--- config.mk ---
export PLATFORM = sky130hd
export DESIGN_NAME = alsu_carry_chain_sequencer_flat
export DESIGN_NICKNAME = d
export VERILOG_FILES = /design/src/rtl/alsu_pkg.sv /design/src/rtl/alsu_carry_chain_sequencer_if.sv /design/src/rtl/alsu_nibble_mux.sv /design/src/rtl/alsu_carry_chain_sequencer.sv /design/src/flat_wrapper.sv
export SDC_FILE = /design/constraint.sdc
export NUM_CORES = 1
export LEC_CHECK = 0
export ABC_AREA = 1
export CORE_ASPECT_RATIO = 0.7
export CORE_MARGIN = 5
export CORE_UTILIZATION = 40
export DETAILED_ROUTE_END_ITERATION = 12
export GPL_TIMING_DRIVEN = 0
export PLACE_DENSITY_LB_ADDON = 0.1
export SETUP_SLACK_MARGIN = 0.5
export SLEW_MARGIN = 20
export SYNTH_ARGS = -nofsm -noshare
export SYNTH_HDL_FRONTEND = slang
export SYNTH_HIERARCHICAL = 1
export SYNTH_SLANG_ARGS = --single-unit
--- constraint.sdc ---
create_clock -name CLK -period 2.2 [get_ports CLK]
set_input_delay 0.66 -clock CLK [delete_from_list [all_inputs] [get_ports CLK]]
set_output_delay 0.66 -clock CLK [all_outputs]
set_load 0.05 [all_outputs]
--- src/rtl/alsu_pkg.sv ---
// Shared definitions for the ALSU carry-chain sequencer and the ALSU select decode.
// Optional feature macro: CARRY_CHAIN_OVF_EN (signed overflow flag).
package alsu_pkg;

    // ALSU select codes, kept identical to the ALSU's own select decode
    localparam logic [3:0] SEL_ADD = 4'b0000;
    localparam logic [3:0] SEL_INC = 4'b1110;

    // Operation codes presented by the system controller
    localparam logic OP_ADD = 1'b0;
    localparam logic OP_INC = 1'b1;

    // Sequencer FSM states
    typedef enum logic [1:0] {
        ST_IDLE = 2'd0,
        ST_RUN  = 2'd1,
        ST_DONE = 2'd2
    } seq_state_e;

    // Width of the nibble index; a one-nibble chain still gets a 1-bit index
    function automatic int idx_width(input int nibbles);
        return (nibbles > 1) ? $clog2(nibbles) : 1;
    endfunction

endpackage

--- src/rtl/alsu_carry_chain_sequencer_if.sv ---
// Bus between system controller / ALSU slice and the carry-chain sequencer.
// Optional feature macro: CARRY_CHAIN_OVF_EN (affects the Overflow signal only).
interface alsu_carry_chain_sequencer_if #(
    parameter int NIBBLES = 4
);
    // Controller request side
    logic                   Start;
    logic                   Op;
    logic [4*NIBBLES-1:0]   A;
    logic [4*NIBBLES-1:0]   B;
    logic                   Carry_In;

    // ALSU slice side
    logic [3:0]             Alsu_A;
    logic [3:0]             Alsu_B;
    logic [3:0]             Alsu_Sel;
    logic                   Alsu_Carry_In;
    logic [3:0]             Alsu_Result;
    logic                   Alsu_Carry_Out;

    // Status / result side
    logic                   Busy;
    logic                   Done;
    logic [4*NIBBLES-1:0]   Result;
    logic                   Carry_Out;
    logic                   Zero;
    logic                   Overflow;

    // Sequencer view
    modport slave (
        input  Start, Op, A, B, Carry_In, Alsu_Result, Alsu_Carry_Out,
        output Alsu_A, Alsu_B, Alsu_Sel, Alsu_Carry_In,
        output Busy, Done, Result, Carry_Out, Zero, Overflow
    );

    // Controller + ALSU view
    modport master (
        output Start, Op, A, B, Carry_In, Alsu_Result, Alsu_Carry_Out,
        input  Alsu_A, Alsu_B, Alsu_Sel, Alsu_Carry_In,
        input  Busy, Done, Result, Carry_Out, Zero, Overflow
    );

endinterface

--- src/rtl/alsu_nibble_mux.sv ---
// Picks nibble[idx] of the latched operands and generates the ALSU select and
// carry-in for the current step of the chain. Everything is zero outside RUN.
// Optional feature macro: CARRY_CHAIN_OVF_EN (not used here).
module alsu_nibble_mux
    import alsu_pkg::*;
#(
    parameter int NIBBLES = 4,
    parameter int IDX_W   = 2
) (
    input  logic                  run_i,
    input  logic                  op_i,
    input  logic [IDX_W-1:0]      idx_i,
    input  logic [4*NIBBLES-1:0]  a_i,
    input  logic [4*NIBBLES-1:0]  b_i,
    input  logic                  carry_i,
    output logic [3:0]            alsu_a_o,
    output logic [3:0]            alsu_b_o,
    output logic [3:0]            alsu_sel_o,
    output logic                  alsu_cin_o
);

    logic [3:0] a_nib [NIBBLES];
    logic [3:0] b_nib [NIBBLES];

    // Split operands into per-slice nibbles
    generate
        for (genvar gi = 0; gi < NIBBLES; gi++) begin : g_split
            assign a_nib[gi] = a_i[4*gi +: 4];
            assign b_nib[gi] = b_i[4*gi +: 4];
        end
    endgenerate

    // Increment uses the ALSU's native increment only on nibble 0; the upper
    // nibbles ripple the carry through a plain add with B forced to zero.
    always_comb begin
        alsu_a_o   = 4'b0000;
        alsu_b_o   = 4'b0000;
        alsu_sel_o = SEL_ADD;
        alsu_cin_o = 1'b0;
        if (run_i) begin
            alsu_a_o = a_nib[idx_i];
            if (op_i == OP_INC) begin
                alsu_b_o = 4'b0000;
                if (idx_i == '0) begin
                    alsu_sel_o = SEL_INC;
                    alsu_cin_o = 1'b0;
                end else begin
                    alsu_sel_o = SEL_ADD;
                    alsu_cin_o = carry_i;
                end
            end else begin
                alsu_b_o   = b_nib[idx_i];
                alsu_sel_o = SEL_ADD;
                alsu_cin_o = carry_i;
            end
        end
    end

endmodule

--- src/rtl/alsu_carry_chain_sequencer.sv ---
// Sequences a wide add / increment through a combinational 4-bit ALSU slice,
// one nibble per clock, feeding the slice carry-out back as the next carry-in.
// Optional feature macro: CARRY_CHAIN_OVF_EN enables the signed Overflow flag;
// without it Overflow is tied low and no sign state is kept.
module alsu_carry_chain_sequencer
    import alsu_pkg::*;
#(
    parameter int NIBBLES = 4
) (
    input  logic CLK,
    input  logic RST_N,
    alsu_carry_chain_sequencer_if.slave bus
);

    localparam int               W        = 4 * NIBBLES;
    localparam int               IDX_W    = idx_width(NIBBLES);
    localparam logic [IDX_W-1:0] IDX_LAST = IDX_W'(NIBBLES - 1);

    seq_state_e        state_q, state_d;
    logic [IDX_W-1:0]  idx_q, idx_d;
    logic              carry_q, carry_d;
    logic [W-1:0]      a_q, a_d;
    logic [W-1:0]      b_q, b_d;
    logic              op_q, op_d;
    logic [W-1:0]      result_q, result_d;
    logic              carry_out_q, carry_out_d;
    logic              zero_q, zero_d;
`ifdef CARRY_CHAIN_OVF_EN
    logic              ovf_q, ovf_d;
    logic              b_msb;
`endif

    logic [3:0]        mux_a, mux_b, mux_sel;
    logic              mux_cin;

    alsu_nibble_mux #(
        .NIBBLES (NIBBLES),
        .IDX_W   (IDX_W)
    ) u_nibble_mux (
        .run_i      (state_q == ST_RUN),
        .op_i       (op_q),
        .idx_i      (idx_q),
        .a_i        (a_q),
        .b_i        (b_q),
        .carry_i    (carry_q),
        .alsu_a_o   (mux_a),
        .alsu_b_o   (mux_b),
        .alsu_sel_o (mux_sel),
        .alsu_cin_o (mux_cin)
    );

`ifdef CARRY_CHAIN_OVF_EN
    // Effective B sign bit: increment behaves as A + 0 with an injected carry
    assign b_msb = (op_q == OP_INC) ? 1'b0 : b_q[W-1];
`endif

    // Next-state: accept in IDLE, collect one nibble per RUN cycle, flags on the last one
    always_comb begin
        state_d     = state_q;
        idx_d       = idx_q;
        carry_d     = carry_q;
        a_d         = a_q;
        b_d         = b_q;
        op_d        = op_q;
        result_d    = result_q;
        carry_out_d = carry_out_q;
        zero_d      = zero_q;
`ifdef CARRY_CHAIN_OVF_EN
        ovf_d       = ovf_q;
`endif
        case (state_q)
            ST_IDLE: begin
                if (bus.Start) begin
                    state_d = ST_RUN;
                    idx_d   = '0;
                    a_d     = bus.A;
                    b_d     = bus.B;
                    op_d    = bus.Op;
                    carry_d = (bus.Op == OP_ADD) ? bus.Carry_In : 1'b0;
                end
            end
            ST_RUN: begin
                result_d[4*idx_q +: 4] = bus.Alsu_Result;
                carry_d                = bus.Alsu_Carry_Out;
                if (idx_q == IDX_LAST) begin
                    // Flags are registered here so they are already valid while Done is high
                    state_d     = ST_DONE;
                    idx_d       = '0;
                    carry_out_d = bus.Alsu_Carry_Out;
                    zero_d      = (result_d == '0);
`ifdef CARRY_CHAIN_OVF_EN
                    ovf_d       = (a_q[W-1] == b_msb) && (bus.Alsu_Result[3] != a_q[W-1]);
`endif
                end else begin
                    idx_d = idx_q + 1'b1;
                end
            end
            ST_DONE: begin
                state_d = ST_IDLE;
            end
            default: begin
                state_d = ST_IDLE;
            end
        endcase
    end

    // State registers; reset discards any partial operation
    always_ff @(posedge CLK or negedge RST_N) begin
        if (!RST_N) begin
            state_q     <= ST_IDLE;
            idx_q       <= '0;
            carry_q     <= 1'b0;
            a_q         <= '0;
            b_q         <= '0;
            op_q        <= OP_ADD;
            result_q    <= '0;
            carry_out_q <= 1'b0;
            zero_q      <= 1'b0;
`ifdef CARRY_CHAIN_OVF_EN
            ovf_q       <= 1'b0;
`endif
        end else begin
            state_q     <= state_d;
            idx_q       <= idx_d;
            carry_q     <= carry_d;
            a_q         <= a_d;
            b_q         <= b_d;
            op_q        <= op_d;
            result_q    <= result_d;
            carry_out_q <= carry_out_d;
            zero_q      <= zero_d;
`ifdef CARRY_CHAIN_OVF_EN
            ovf_q       <= ovf_d;
`endif
        end
    end

    assign bus.Alsu_A        = mux_a;
    assign bus.Alsu_B        = mux_b;
    assign bus.Alsu_Sel      = mux_sel;
    assign bus.Alsu_Carry_In = mux_cin;

    assign bus.Busy      = (state_q != ST_IDLE);
    assign bus.Done      = (state_q == ST_DONE);
    assign bus.Result    = result_q;
    assign bus.Carry_Out = carry_out_q;
    assign bus.Zero      = zero_q;
`ifdef CARRY_CHAIN_OVF_EN
    assign bus.Overflow  = ovf_q;
`else
    assign bus.Overflow  = 1'b0;
`endif

endmodule
--- src/flat_wrapper.sv ---
// flat-port wrapper written by rule: the top's interface ports become plain ports
module alsu_carry_chain_sequencer_flat import alsu_pkg::*;
#(
    parameter int NIBBLES = 4
)
  (CLK, RST_N, bus_Start, bus_Op, bus_A, bus_B, bus_Carry_In, bus_Alsu_Result, bus_Alsu_Carry_Out, bus_Alsu_A, bus_Alsu_B, bus_Alsu_Sel, bus_Alsu_Carry_In, bus_Busy, bus_Done, bus_Result, bus_Carry_Out, bus_Zero, bus_Overflow);
  alsu_carry_chain_sequencer_if #(.NIBBLES(NIBBLES)) bus_i ();
  input  logic CLK;
  input  logic RST_N;
  input wire logic [$bits(bus_i.Start)-1:0] bus_Start;
  input wire logic [$bits(bus_i.Op)-1:0] bus_Op;
  input wire logic [$bits(bus_i.A)-1:0] bus_A;
  input wire logic [$bits(bus_i.B)-1:0] bus_B;
  input wire logic [$bits(bus_i.Carry_In)-1:0] bus_Carry_In;
  input wire logic [$bits(bus_i.Alsu_Result)-1:0] bus_Alsu_Result;
  input wire logic [$bits(bus_i.Alsu_Carry_Out)-1:0] bus_Alsu_Carry_Out;
  output wire logic [$bits(bus_i.Alsu_A)-1:0] bus_Alsu_A;
  output wire logic [$bits(bus_i.Alsu_B)-1:0] bus_Alsu_B;
  output wire logic [$bits(bus_i.Alsu_Sel)-1:0] bus_Alsu_Sel;
  output wire logic [$bits(bus_i.Alsu_Carry_In)-1:0] bus_Alsu_Carry_In;
  output wire logic [$bits(bus_i.Busy)-1:0] bus_Busy;
  output wire logic [$bits(bus_i.Done)-1:0] bus_Done;
  output wire logic [$bits(bus_i.Result)-1:0] bus_Result;
  output wire logic [$bits(bus_i.Carry_Out)-1:0] bus_Carry_Out;
  output wire logic [$bits(bus_i.Zero)-1:0] bus_Zero;
  output wire logic [$bits(bus_i.Overflow)-1:0] bus_Overflow;
  assign bus_i.Start = bus_Start;
  assign bus_i.Op = bus_Op;
  assign bus_i.A = bus_A;
  assign bus_i.B = bus_B;
  assign bus_i.Carry_In = bus_Carry_In;
  assign bus_i.Alsu_Result = bus_Alsu_Result;
  assign bus_i.Alsu_Carry_Out = bus_Alsu_Carry_Out;
  assign bus_Alsu_A = bus_i.Alsu_A;
  assign bus_Alsu_B = bus_i.Alsu_B;
  assign bus_Alsu_Sel = bus_i.Alsu_Sel;
  assign bus_Alsu_Carry_In = bus_i.Alsu_Carry_In;
  assign bus_Busy = bus_i.Busy;
  assign bus_Done = bus_i.Done;
  assign bus_Result = bus_i.Result;
  assign bus_Carry_Out = bus_i.Carry_Out;
  assign bus_Zero = bus_i.Zero;
  assign bus_Overflow = bus_i.Overflow;
  alsu_carry_chain_sequencer #(.NIBBLES(NIBBLES)) u_core (.CLK(CLK), .RST_N(RST_N), .bus(bus_i));
endmodule
---- Yosys cells after proc, flatten, opt, wreduce, memory -nomap -nowiden ----
Cells that the tools add are included.
word-level totals
  register bits ........................... 56
  input bits .............................. 42
  output and inout port bits .............. 34
  word-level logic and storage cells ...... 54
operators by class
  $add $sub $neg .......................... 2
  magnitude comparators ................... 1
  equality and inequality tests ........... 5
  shift-type cells ........................ 2
  multiplexer cells ....................... 25
  bitwise logic cells ..................... 1
  reduce and logical (&&, ||, !) cells .... 9
operator list
  kind                                                   number
  2-to-1 mux 4 bit                                       10
  negation 4 -> 34 bit                                   1
  variable shift 4 x 34 -> 16 bit, first input constant  1
  variable part select 4 x 34 -> 16 bit                  1
  binary-select mux 4 bit (select 2 bit)                 2
  bitwise mux 16 bit                                     1
  logical NOT 16 bit                                     1
  2-to-1 mux 2 bit                                       4
  case mux 2 bit (2 select lines)                        2
  AND reduction 2 bit                                    4
  2-to-1 mux 1 bit                                       5
  == test 2 bit, second input constant                   2
  logical NOT 2 bit                                      2
  nonzero test 2 bit                                     2
  >= comparator 3 bit, second input constant             1
  inverter 2 -> 3 bit                                    1
  adder 2 x 1 -> 2 bit, second input constant            1
  == test 2 x 1 -> 1 bit, second input constant          1
  inequality test 2 x 1 -> 1 bit, second input constant  1
  inequality test 2 bit, second input constant           1
  case mux 1 bit (2 select lines)                        1

---- Logic depth before layout (Yosys ltp) ----
  depth after elaboration ................. 6
  mapped depth ............................ 12

---- Cells and area by module ----
Netlist, hierarchy kept.
modules (own cells, without submodules)
  module                      instances  cells an instance  area each (um^2)  seq. area each (um^2)
  alsu_carry_chain_sequencer  1          324                2,544.9           1,401.3
  alsu_nibble_mux             1          103                461.7             0.0

---- Worst setup path after synthesis ----
Ideal clock, no wire load.
  path kind ............................... reg-to-output
  start ................................... register u_core.state_q[1]
  end ..................................... output port bus_Alsu_B[0]
  arrival ................................. 2.039 ns
  data required time ...................... 1.540 ns
  path slack .............................. -0.499 ns
  stages on the path, launching flop included .. 8
  cells stage by stage .................... dfrtp_1 > inv_1 > nand2_1 > inv_2 > buf_2 > inv_1 > or2_2 > a21oi_1
on the way
  word-level cells in the longest chain between the ends .. 2
ends and longest elaborated chain
  what                    RTL line                           source
  from (decl)             alsu_carry_chain_sequencer.sv:19   seq_state_e state_q, state_d;
  from (signal assigned)  alsu_carry_chain_sequencer.sv:123  state_q <= state_d;
  == test 2 x 1 -> 1 bit  alsu_carry_chain_sequencer.sv:40   .run_i (state_q == ST_RUN),
  2-to-1 mux 4 bit        alsu_nibble_mux.sv:40              if (run_i) begin
  to (decl)               flat_wrapper.sv:18                 output wire logic [$bits(bus_i.Alsu_B)-1:0] bus_Alsu_B;
No other way between the ends.

---- Final worst setup path ----
  start ................................... register u_core.state_q[1]
  end ..................................... output port bus_Alsu_B[1]
Same word-level chain as after synthesis.

==> metrics.yaml <==
critical_path:
  cp.arrival_ps: 1660
  worst_path_max_delay_cell: "dfrtp_1"
  crit_top_cell: "inv_8"
  crit_buf_inv: 5
  cp_top_family: "buffers and inverters"
  cp.required_ps: 1540
  reg2regPathDepth: 14
  r2r-start: "u_core/idx_q[0]"
  path_class: "flop to output port"
  cp_max_fo: 4
  cpPeakStageDelay_ps: 400
  startpoint_type: "flop"
  r2r_slack_ps: 280
  path_cells: "inv_2 > nand2_4 > inv_8 > buf_8 > inv_8 > or2_4 > a21oi_4 > buf_6"
  end_kind: "output port"
  regToRegEndpoint: "u_core/bus.Zero"
place:
  post-place-ws_ps: -542.7
  finalWeightedCongestion: 0.8798
  hpwlAfterDp_um: 5902
  io_buffer_count: 73
  dpl_cell_area_mm2: 0.003990
cells_and_area:
  multi_input_area_mm2: 0.001752
  post-route-util: 0.6691
  syn2layout_area_growth_pct: 62.88
  final_cell_area_mm2: 0.004897
  seq_area_mm2: 0.001404
  fillerInstances: 609
  insertedDiodeCount: 0
  final_nets: 589
  drive_gt1_frac: 0.3358
logic_synthesis:
  syn_avg_cell_area_um2: 7.041
  synth.yosys.seq_area_share: 0.4661
  syn_inst: 427
  syn_nets: 475
  synthAdderAreaFrac: 0.02497
  synth_area_mm2: 0.003007
  yosys-top-cells-area: "dfrtp_1 47%, nand2_1 24%, inv_1 6.4%"
  synth-simple-area-share: 0.3508
  synth.top_cell.area_share: 0.4661
  synth.distinct_cells: 21
  ys_warn_count: 6
  muxShareOfSynthArea: 0
  synth_compound_area_frac: 0.04661
  yosys.area.top_type: "dfrtp_1"
  synth-xor-area-share: 0
  ys_ff_latch: 56
  synth_top_family_by_area: "simple AND/OR/NAND/NOR gates"
run:
  drv_cap: 0
timing:
  hold_violations: 0
  tightest_slew_ps: 698.9
  period_needed_ps: 2319
  maxSlewViolCount: 0
  setup_slack_ps: -118.6
  grt_setup_unrepaired: "true"
  timing.hold.ws_ps: 382.7
  max_freq_mhz: 431.3
  fin_crit_sh: 1.054
  finalClockSkew_ps: 11.26
  slew_headroom: 0.5341
  setup_violations: 9
detailed_routing:
  antenna_left: 0
  via_per_inst: 4.813
  vias: 3080
  drt_wl_total_um: 9189
  drt_iter0_markers: 224
  drc_errors: 0
  first_pass_iters: 4
  wl_per_cell_um: 14.36
floorplan:
  start_util: 0.4108
  fp.dieW_um: 113.6
  pin_count: 76
  die-area_mm2: 0.009378
  chipHeight_um: 82.54
  core_region_area_mm2: 0.007320
  row_count: 26
cts:
  tritoncts: "done"
  worstSkewPairLatency_ps: 320
  ctsHtreeMaxLevel: 2
  cts_buffer_depth: 2
  cts.sinks: 56
  cts_root_buffer: "clkbuf_8"
  clk_pin_slew_ps: 110
  numCtsBuffers: 5
power_and_ir_drop:
  p_per_area_mw_per_mm2: 1729
  max-vdd-ir-drop_mv: 0.8355
  comb_power_share: 0.697
  fin_total_pwr_mw: 8.468
  swShare: 0.5017
  leakagePower_nw: 2.449
  seqPwrFrac: 0.213
  power.switching_mw: 4.248
  power.internal_mw: 4.220
  clkPwrFrac: 0.089
global_routing:
  grt_pass1_vias: 2921
  grt_max_degree: 57
  grt_pass1_wl_um: 13940
  grt_antenna_before_repair: 0
  grt_overflow: 0
  grt_usage: 0.1889
status:
  status: "finished, violations left"
  violations: "setup timing"
min_path:
  hold_class: "input pin to async pin"
-- metrics by stage --
| stage | TNS (ps) | instances |
|---|---|---|
| after detailed placement | -4951 | 598 |
| after floorplan | 0 | 427 |
| after global routing | -1638 | 640 |
| after CTS | -520.8 | 630 |
| final | -731.6 | 640 |
| after global placement | -78780 | 598 |
-- cell usage after synthesis (all sizes together) --
cell type	n
and3	1
nand3	33
or2	1
o21ai	10
dfrtp	56
buf	14
nor2	33
clkbuf	4
nand2	196
a31oi	8
ha	6
conb	2
a21oi	8
inv	55
-- what timing repair did --
| item | 4_1_cts | 5_1_grt |
|---|---|---|
| setup buffers | 22 | 10 |
| hold buffers | 0 | 0 |
| gates cloned | 2 | 0 |
| hold endpoints to repair | 0 | 0 |
| gates resized for setup | 276 | 76 |
| pin swaps | 19 | 12 |
| setup endpoints to repair | 45 | 56 |
-- flip-flops by register name (all words and copies together) (netlist names) --
name / count
u_core/bus.Zero: 1
u_core/state_q: 2
u_core/carry_q: 1
u_core/bus.Carry_Out: 1
u_core/a_q: 16
u_core/idx_q: 2
u_core/bus.Result: 16
u_core/op_q: 1
u_core/b_q: 16
-- worst max path at each step --
stage                      startpoint                     to  cells after the start  slack, ps
CTS                 u_core/state_q[1]          bus_Alsu_B[1]                      8       -100
detailed placement  u_core/state_q[1]          bus_Alsu_B[1]                      8       -540
floorplan           u_core/state_q[1]          bus_Alsu_B[0]                      7        160
finish              u_core/state_q[1]          bus_Alsu_B[1]                      8       -120
global placement                RST_N  u_core/bus.Result[10]                      1      -1330
global route        u_core/state_q[1]          bus_Alsu_B[1]                      8       -180
-- cells in the final DEF, fill, tap and decap left out, types with 2 or more instances in the layout --
| cell type | count |
|---|---|
| dfrtp_2 | 2 |
| buf_4 | 27 |
| nand2_2 | 16 |
| nand3_1 | 12 |
| nand2_4 | 6 |
| nor2_2 | 2 |
| a31oi_1 | 6 |
| clkdlybuf4s50_1 | 40 |
| buf_16 | 2 |
| nand2_1 | 173 |
| nand3_2 | 13 |
| nor2_4 | 6 |
| inv_8 | 3 |
| buf_12 | 2 |
| clkbuf_8 | 7 |
| inv_1 | 41 |
| a31oi_4 | 2 |
| ha_1 | 4 |
| buf_2 | 16 |
| inv_4 | 2 |
| nor2_1 | 25 |
| a21oi_4 | 7 |
| clkbuf_4 | 2 |
| inv_2 | 5 |
| buf_8 | 11 |
| o21ai_2 | 8 |
| dfrtp_1 | 54 |
| buf_6 | 24 |
| o21ai_1 | 2 |
| inv_6 | 2 |
| nand3_4 | 8 |
| conb_1 | 2 |
| ha_4 | 2 |
-- cell families (layout without fill, tap and decap cells) --
group | after synthesis | after routing
compound gates | 26 | 26
fa+ha+maj | 6 | 6
buf+inv | 73 | 188
flops | 56 | 56
other cells | 2 | 2
simple gates | 264 | 264
-- final cells by class --
type | instances | share of cell area
buffer | 18 | 0.04165
clock inverter | 1 | 0.006132
sequential | 56 | 0.2867
clock buffer | 7 | 0.01967
inverter | 55 | 0.05314
multi-input combinational | 298 | 0.3577
tap | 98 | 0.02504
timing repair buffer | 107 | 0.2100
-- worst reg2reg max path: stages (launching register included) --
cell	delay, ps
dfrtp_2	410
buf_6	120
buf_8	100
clkinvlp_4	130
ha_4	340
inv_4	60
nor2_4	120
buf_6	140
nand3_4	80
nand2_1	70
nor2_1	40
nand2_1	60
nor2_1	40
nand2_1	70
nand2_1	50
-- layer usage --
metal | vias to the layer above | GRT usage | wire length [µm]
met5 | - | 0 | 0
met3 | 15 | 0.04443 | 637
li1 | 1518 | - | -
met4 | 0 | 0.05642 | 122
met2 | 85 | 0.2797 | 4140
met1 | 1462 | 0.2741 | 4289
-- power by group through the flow --
| stage | clock network (mW) | logic (mW) | registers, mW |
|---|---|---|---|
| after floorplan | 0 | 2.56 | 2.27 |
| after global placement | 0 | 4.16 | 1.83 |
| after detailed placement | 0 | 4.20 | 1.84 |
| after CTS | 0.770 | 5.21 | 1.80 |
| after global routing | 0.812 | 6.33 | 1.87 |
| final | 0.757 | 5.90 | 1.81 |
(Power assumes the default switching activity.)
